--- config.mk ---
export PLATFORM = sky130hd
export DESIGN_NAME = filter_bank
export DESIGN_NICKNAME = d
export VERILOG_FILES = /design/src/rtl/filter_bank.sv
export SDC_FILE = /design/constraint.sdc
export NUM_CORES = 1
export LEC_CHECK = 0
export ABC_AREA = 1
export BUFFER_PORTS_ARGS = -buffer_cell sky130_fd_sc_hd__buf_2
export CAP_MARGIN = 20
export CELL_PAD_IN_SITES_DETAIL_PLACEMENT = 1
export CELL_PAD_IN_SITES_GLOBAL_PLACEMENT = 2
export CORE_MARGIN = 3
export CORE_UTILIZATION = 34
export DETAILED_ROUTE_END_ITERATION = 10
export HOLD_SLACK_MARGIN = 0.12
export PLACE_DENSITY = 0.78
export SLEW_MARGIN = 20
export SYNTH_ARGS = -nofsm -noshare
export SYNTH_HDL_FRONTEND = slang
export SYNTH_SLANG_ARGS = --single-unit
--- constraint.sdc ---
create_clock -name clk -period 3.4 [get_ports clk]
set_input_delay 0.68 -clock clk [delete_from_list [all_inputs] [get_ports clk]]
set_output_delay 0.68 -clock clk [all_outputs]
set_load 0.005 [all_outputs]
--- src/rtl/filter_bank.sv ---
// Multi-channel moving-average filter with optional per-channel peak events.
// Optional peak detector and event FIFO built when FILTER_BANK_PEAK_EN is defined.
module filter_bank #(
  parameter int NUM_CH    = 4,
  parameter int DATA_W    = 14,
  parameter int LOG2_WIN  = 3,
  parameter int EVT_DEPTH = 4,
  localparam int OUT_W = DATA_W + LOG2_WIN,
  localparam int CH_W  = (NUM_CH > 1) ? $clog2(NUM_CH) : 1
) (
  input  logic                     clk,
  input  logic                     reset,
  input  logic                     clear,
  input  logic                     in_valid,
  input  logic [NUM_CH*DATA_W-1:0] in_data,
  input  logic [OUT_W-1:0]         threshold,
  output logic                     out_valid,
  output logic [NUM_CH*OUT_W-1:0]  out_data,
  output logic                     evt_valid,
  input  logic                     evt_ready,
  output logic [CH_W-1:0]          evt_ch,
  output logic [OUT_W-1:0]         evt_peak,
  output logic                     evt_overflow
);

  localparam int WIN = 1 << LOG2_WIN;
  localparam logic [LOG2_WIN:0] FULL = (LOG2_WIN+1)'(WIN);
  localparam logic [LOG2_WIN:0] LAST = (LOG2_WIN+1)'(WIN - 1);

  logic [DATA_W-1:0]   hist [NUM_CH][WIN];
  logic [LOG2_WIN-1:0] wptr;
  logic [LOG2_WIN:0]   fill;
  logic [OUT_W-1:0]    sum  [NUM_CH];
  logic [OUT_W-1:0]    nsum [NUM_CH];
  logic [DATA_W-1:0]   x    [NUM_CH];

  // next window sum: add newest sample, retire the one WIN samples back
  always_comb begin
    for (int c = 0; c < NUM_CH; c++) begin
      x[c]    = in_data[c*DATA_W +: DATA_W];
      nsum[c] = sum[c] + OUT_W'(x[c]) - OUT_W'(hist[c][wptr]);
    end
  end

  // history ring, running sums, fill counter and output register
  always_ff @(posedge clk) begin
    if (!reset || clear) begin
      wptr      <= '0;
      fill      <= '0;
      out_valid <= 1'b0;
      out_data  <= '0;
      for (int c = 0; c < NUM_CH; c++) begin
        sum[c] <= '0;
        for (int w = 0; w < WIN; w++)
          hist[c][w] <= '0;
      end
    end else begin
      out_valid <= 1'b0;
      if (in_valid) begin
        wptr      <= wptr + 1'b1;
        out_valid <= (fill >= LAST);
        if (fill != FULL)
          fill <= fill + 1'b1;
        for (int c = 0; c < NUM_CH; c++) begin
          sum[c]        <= nsum[c];
          hist[c][wptr] <= x[c];
          if (fill >= LAST)
            out_data[c*OUT_W +: OUT_W] <= nsum[c];
        end
      end
    end
  end

`ifdef FILTER_BANK_PEAK_EN

  localparam int PW = (EVT_DEPTH > 1) ? $clog2(EVT_DEPTH) : 1;
  localparam int CW = $clog2(EVT_DEPTH) + 1;
  localparam int EW = CH_W + OUT_W;

  typedef enum logic {IDLE, ABOVE} state_t;

  state_t            st_q [NUM_CH];
  state_t            st_d [NUM_CH];
  logic [OUT_W-1:0]  mx_q [NUM_CH];
  logic [OUT_W-1:0]  mx_d [NUM_CH];
  logic [OUT_W-1:0]  osum [NUM_CH];
  logic [NUM_CH-1:0] raise;

  logic [NUM_CH-1:0] pend_q;
  logic [NUM_CH-1:0] pend_d;
  logic [OUT_W-1:0]  pend_pk [NUM_CH];
  logic [CH_W-1:0]   sel;
  logic              have;

  logic [EW-1:0]     mem [EVT_DEPTH];
  logic [PW-1:0]     rd;
  logic [PW-1:0]     wr;
  logic [CW-1:0]     cnt;
  logic              full;
  logic              pop;
  logic              push;
  logic              drop;
  logic              ovf;

  function automatic logic [PW-1:0] nxt(input logic [PW-1:0] p);
    return (p == PW'(EVT_DEPTH - 1)) ? '0 : p + 1'b1;
  endfunction

  // per-channel pulse tracker: enter above threshold, report max on exit
  always_comb begin
    for (int c = 0; c < NUM_CH; c++) begin
      st_d[c]  = st_q[c];
      mx_d[c]  = mx_q[c];
      raise[c] = 1'b0;
      osum[c]  = out_data[c*OUT_W +: OUT_W];
      if (out_valid) begin
        unique case (st_q[c])
          IDLE: begin
            if (osum[c] > threshold) begin
              st_d[c] = ABOVE;
              mx_d[c] = osum[c];
            end
          end
          ABOVE: begin
            if (osum[c] > threshold) begin
              if (osum[c] > mx_q[c])
                mx_d[c] = osum[c];
            end else begin
              st_d[c]  = IDLE;
              raise[c] = 1'b1;
            end
          end
        endcase
      end
    end
  end

  // tracker state registers
  always_ff @(posedge clk) begin
    if (!reset || clear) begin
      for (int c = 0; c < NUM_CH; c++) begin
        st_q[c] <= IDLE;
        mx_q[c] <= '0;
      end
    end else begin
      for (int c = 0; c < NUM_CH; c++) begin
        st_q[c] <= st_d[c];
        mx_q[c] <= mx_d[c];
      end
    end
  end

  // pick lowest pending channel and decide push / drop / pop
  always_comb begin
    sel = '0;
    for (int c = NUM_CH - 1; c >= 0; c--)
      if (pend_q[c])
        sel = CH_W'(c);
    have = |pend_q;
    full = (cnt == CW'(EVT_DEPTH));
    pop  = evt_valid && evt_ready;
    push = have && (!full || pop);
    drop = have && full && !pop;
    pend_d = pend_q;
    if (push || drop)
      pend_d[sel] = 1'b0;
    for (int c = 0; c < NUM_CH; c++)
      if (raise[c] && !pend_q[c])
        pend_d[c] = 1'b1;
  end

  // pending flags, FIFO pointers and sticky overflow
  always_ff @(posedge clk) begin
    if (!reset || clear) begin
      pend_q <= '0;
      rd     <= '0;
      wr     <= '0;
      cnt    <= '0;
      ovf    <= 1'b0;
      for (int c = 0; c < NUM_CH; c++)
        pend_pk[c] <= '0;
    end else begin
      pend_q <= pend_d;
      for (int c = 0; c < NUM_CH; c++)
        if (raise[c] && !pend_q[c])
          pend_pk[c] <= mx_q[c];
      if (drop || |(raise & pend_q))
        ovf <= 1'b1;
      if (push)
        wr <= nxt(wr);
      if (pop)
        rd <= nxt(rd);
      case ({push, pop})
        2'b10:   cnt <= cnt + 1'b1;
        2'b01:   cnt <= cnt - 1'b1;
        default: cnt <= cnt;
      endcase
    end
  end

  // event storage
  always_ff @(posedge clk) begin
    if (push)
      mem[wr] <= {sel, pend_pk[sel]};
  end

  assign evt_valid    = (cnt != '0);
  assign {evt_ch, evt_peak} = evt_valid ? mem[rd] : '0;
  assign evt_overflow = ovf;

`else

  logic unused_peak;
  assign unused_peak  = ^{threshold, evt_ready};
  assign evt_valid    = 1'b0;
  assign evt_ch       = '0;
  assign evt_peak     = '0;
  assign evt_overflow = 1'b0;

`endif

endmodule

======== After elaboration in Yosys (flattened, before gate mapping) ========
Memories as Yosys holds them, arrays and structs flattened.
Cells that the tools add are included.
word-level totals
  flip-flop bits (word level) ............. 76
  memories kept ........................... 2
  bits in latches ......................... 0
  memory bits (writable) .................. 516
  bits in read-only memories .............. 0
cells by class
  reduce and logical (&&, ||, !) cells .... 6
  $add $sub $neg .......................... 10
  magnitude comparators ................... 3
  multiplexer cells ....................... 472
  bitwise gates (word level) .............. 454
  shift operators ......................... 0
  divide/modulo/power cells ............... 0
  multipliers ............................. 0
  equality and inequality tests ........... 1
memory list
  memory  depth  width  read ports  clocked after Yosys merged registers in  write ports  line  source
  hist    4      112    4           0                                        4            30    logic [DATA_W-1:0] hist [NUM_CH][WIN];
  sum     4      17     4           0                                        4            33    logic [OUT_W-1:0] sum [NUM_CH];
operators with widths
  operator                                                    number
  two-way mux 1 bit                                           453
  bitwise OR 1 bit                                            452
  binary-select mux 14 bit (select 3 bit)                     4
  two-way mux 14 bit                                          9
  two-way mux 112 bit                                         1
  adder 17 x 14 -> 17 bit                                     4
  two-way mux 17 bit                                          4
  subtractor 17 x 14 -> 17 bit                                4
  demux 14 bit (select 3 bit)                                 1
  adder 4 x 1 -> 4 bit, second input constant                 1
  >= comparator 4 x 3 -> 1 bit, second input constant         1
  >= comparator 4 bit, second input constant                  1
  less-than comparator 4 x 1 -> 1 bit, second input constant  1
  != test 4 bit, second input constant                        1
  NOT 3 -> 4 bit                                              1
  AND reduction 2 bit                                         2
  adder 3 x 1 -> 3 bit, second input constant                 1
  OR reduction 2 bit                                          1
  logical AND 1 bit                                           1
  zero test 1 bit                                             1
  logical OR 1 bit                                            1
  NOT 1 bit                                                   1

======== Depth between registers and ports, before layout ========
  depth in word-level cells ............... 7
  mapped depth ............................ 23

======== Least setup slack after synthesis ========
OpenSTA, ideal clock, no wires.
  kind .................................... register -> register
  start point ............................. register wptr[1]
  end point ............................... memory sum[3][8] (netlist name) (data pin)
  buffers on the path ..................... 2
  setup slack ............................. 0.247 ns
  library setup time ...................... 0.255 ns
  arrival ................................. 2.899 ns
  cell stages (with the launch flop) ...... 16
  cells stage by stage .................... dfxtp_1 inv_1 nand3_1 inv_1 clkbuf_1 buf_2 a221oi_1 nand2_1 fa_1 inv_1 ha_1 or2_2 nand3_1 nand2_1 xor2_1 and2_1
RTL lines
  item                      line  source
  start: declaration        31    logic [LOG2_WIN-1:0] wptr;
  start signal: assignment  60    wptr <= wptr + 1'b1;
  end: declaration          33

==> run metrics <==
layout cells sized above 1 21.6%; largest net degree at the start of global routing 106; fin crit period roughly 3.4 ns; input/output buffers 128; Yosys top cell by area edfxtp_1; Pleak approximately 16 nW; GRT overflow 0; CTS Hold Bufs 0; Max Cap Violations 0; Area contributors post-synth edfxtp_1, dfxtp_1, nand2_1; status complete, no violations; Setup crit end kind flop; Initial Utilization approximately a third; global-route wire length before repair 142 mm; DR vias/cell 4.97; Reg area between 10000 and 15000 sq um; total number of vias approximately 23000; Final WS setup about 0.044 ns; Crit Path Class flop to flop; DR WL/cell 20.0 um; syn_area_per_cell between 8 and 9 sq um; Hold Fails Final Rpt 0; P_sw about 6.4 mW; top-area cell type share of the netlist area about a third; CP startpoint kind flop; combinational share of power ~25%; Hold WC Path Type input port to flop; DIE AREA around 87000 sq um; Syn Inst Count between 3000 and 4000; I/O pins ~170; Worst Hold Margin approximately 0.39 ns; Setup-failing EPs final 0; CTS Buffer Depth 3; Detailed Route WL 94.3 mm; CTS sink count around 590; clk_lat worst skew between 0.6 and 0.7 ns; internal power 14.6 mW; CP arrival 3.73 ns; Die Y 296 um; CTS tree done; FP Rows ~110; final worst path period share 98.7%; Ys Warns 0; post-DP HPWL roughly 64 mm; CTS buffer count 70; most common cell after layout, fill and taps aside nand2_1; PD cells 582 nW/um^2; final slew viol count 0; H-tree depth 3; antenna-violating nets left 0; Worst EP required between 3 and 4 ns; Slew headroom roughly 50%; Yosys reg bits 592; Total GRT Usage between 20% and 30%; Clock Pin Slew Worst Setup and Hold Paths 0.06 ns; RSZ-0062 raised after global routing true; worst slew pin tran between 0.7 and 0.8 ns; FF-to-FF setup slack about 0.044 ns; Post-Route Skew approximately 0.029 ns; clock share of power between 30% and 40%; first drt pass iteration count 5; most frequent cells in the layout nand2_1, inv_1, nor2_1, edfxtp_1, dfxtp_1; switching portion of total power about 31%; vias in the first global route 24200; Synth cell types between 40 and 50; Root Buffer clkbuf_16; Core ar. approximately 83000 sq um; routability cong. around 0.78; Final nets approximately 3800; Chip Width 296 um; area taken by multi-input logic gates about 12000 sq um; f_max roughly 300 MHz; antenna violations before repair 3; DR DRC count 0; Seq/Total Area, Yosys ~52%; Post-synth EDFFs slightly above 300; post-synthesis cell area ~29000 sq um; Reg power frac ~38%; Primary FF master, synth edfxtp_1; # fillers around 9500; ys async rst share 0%; Area Growth Syn to Fin 26.3%; Initial DRC Count 1214; VDD IR max roughly 470 uV; pre-CTS setup slack -0.226 ns; Worst Path Max Fanout 7
-- cell families after synthesis --
group | Yosys count | share of synthesized area, %
simple gates | 1198 | 17.0
buf+inv | 732 | 10.1
compound gates | 609 | 12.7
flops | 592 | 52.3
fa+ha+maj | 127 | 7.04
xor+xnor | 30 | 0.921
other cells | 1 | 0.0131
-- cell usage after synthesis, types with 35 or more instances --
master and instances:
nand2_1 616, inv_1 531, nor2_1 382, edfxtp_1 306, dfxtp_1 286, a21oi_1 215
o21ai_0 184, nand3_1 125, clkbuf_1 97, ha_1 71, fa_1 56, a211oi_1 47
a22oi_1 47, a221oi_1 41, buf_2 35, o22ai_1 35
-- power by group through the flow --
stage	Sequential (mW)	Combinational [mW]	Clock, mW
final	7.87	5.14	7.93
after floorplan	7.99	2.56	0
after detailed placement	8.02	4.27	0
after global placement	8.01	4.20	0
after global routing	7.90	5.78	8.39
after CTS	7.87	4.48	8.12
-- metal layers --
metal | vias up | GRT usage [%] | share of wire (%)
met5 | - | 0 | 0.014
met4 | 2 | 6.96 | 3.4
met3 | 147 | 3.04 | 3.9
met2 | 428 | 37.4 | 49
met1 | 11600 | 27.1 | 43
li1 | 11300 | - | -
-- path summary, 6_finish.rpt --
check / start / to / cells past startpoint
worst max-delay path: wptr[0]$_SDFFE_PP0P_ / sum[0][14]$_SDFFCE_PN0P_ / 19
worst min-delay path: in_data[29] / hist[2][29]$_SDFFE_PP0P_ / 3
worst max register to register: wptr[0]$_SDFFE_PP0P_ / sum[0][14]$_SDFFCE_PN0P_ / 19
worst min register to register: hist[2][45]$_SDFFE_PP0P_ / hist[2][45]$_SDFFE_PP0P_ / 2
-- metrics by stage --
| step | instances | TNS [ns] | instance area (sq um) | total power [mW] | utilization [%] |
|---|---|---|---|---|---|
| floorplan | 3309 | 0 | 28600 | 10.6 | - |
| global route | 4711 | -1.99 | 36000 | 22.1 | 43.6 |
| finish | 4713 | 0 | 36000 | 21.0 | 43.6 |
| CTS | 4698 | -0.000597 | 34600 | 20.5 | 41.9 |
| detailed placement | 4565 | -6.88 | 31800 | 12.3 | 38.5 |
| global placement | 4565 | -3.76 | 31800 | 12.2 | 38.5 |
-- sequential cells by signal, summed over array words and instances (netlist names) --
register	cells
out_data	68
sum	68
wptr	3
hist	448
fill	4
out_valid	1
-- critical path: stages (launching register included) --
cell     delay (ns)
dfxtp_2        0.34
buf_6          0.14
nand3_4        0.10
inv_4          0.05
buf_12         0.14
a22o_1         0.23
nor2_1         0.11
nand4_1        0.24
fa_1           0.59
inv_2          0.05
fa_2           0.40
nand2_2        0.10
nand2_4        0.07
buf_6          0.13
nand3_4        0.05
nand2_4        0.08
nand2_4        0.08
nand2_2        0.05
nand2_2        0.08
a21oi_2        0.05
-- cell type report --
class                   count  share of cell area (%)
clock inverters            36                    1.28
diodes                      3                  0.0208
inverters                 568                    6.04
multi-input cells        1985                    34.3
repair buffers            365                    7.81
well taps                1070                    3.72
flip-flops and latches    592                    41.4
clock buffers              94                    5.42
-- repair_timing --
item	in CTS	in global routing
setup buffers	3	10
gates cloned	0	2
resized for setup	81	289
pin swaps	28	81
setup endpoints to repair	89	105
No activity file was read; power rests on OpenSTA's default activity.
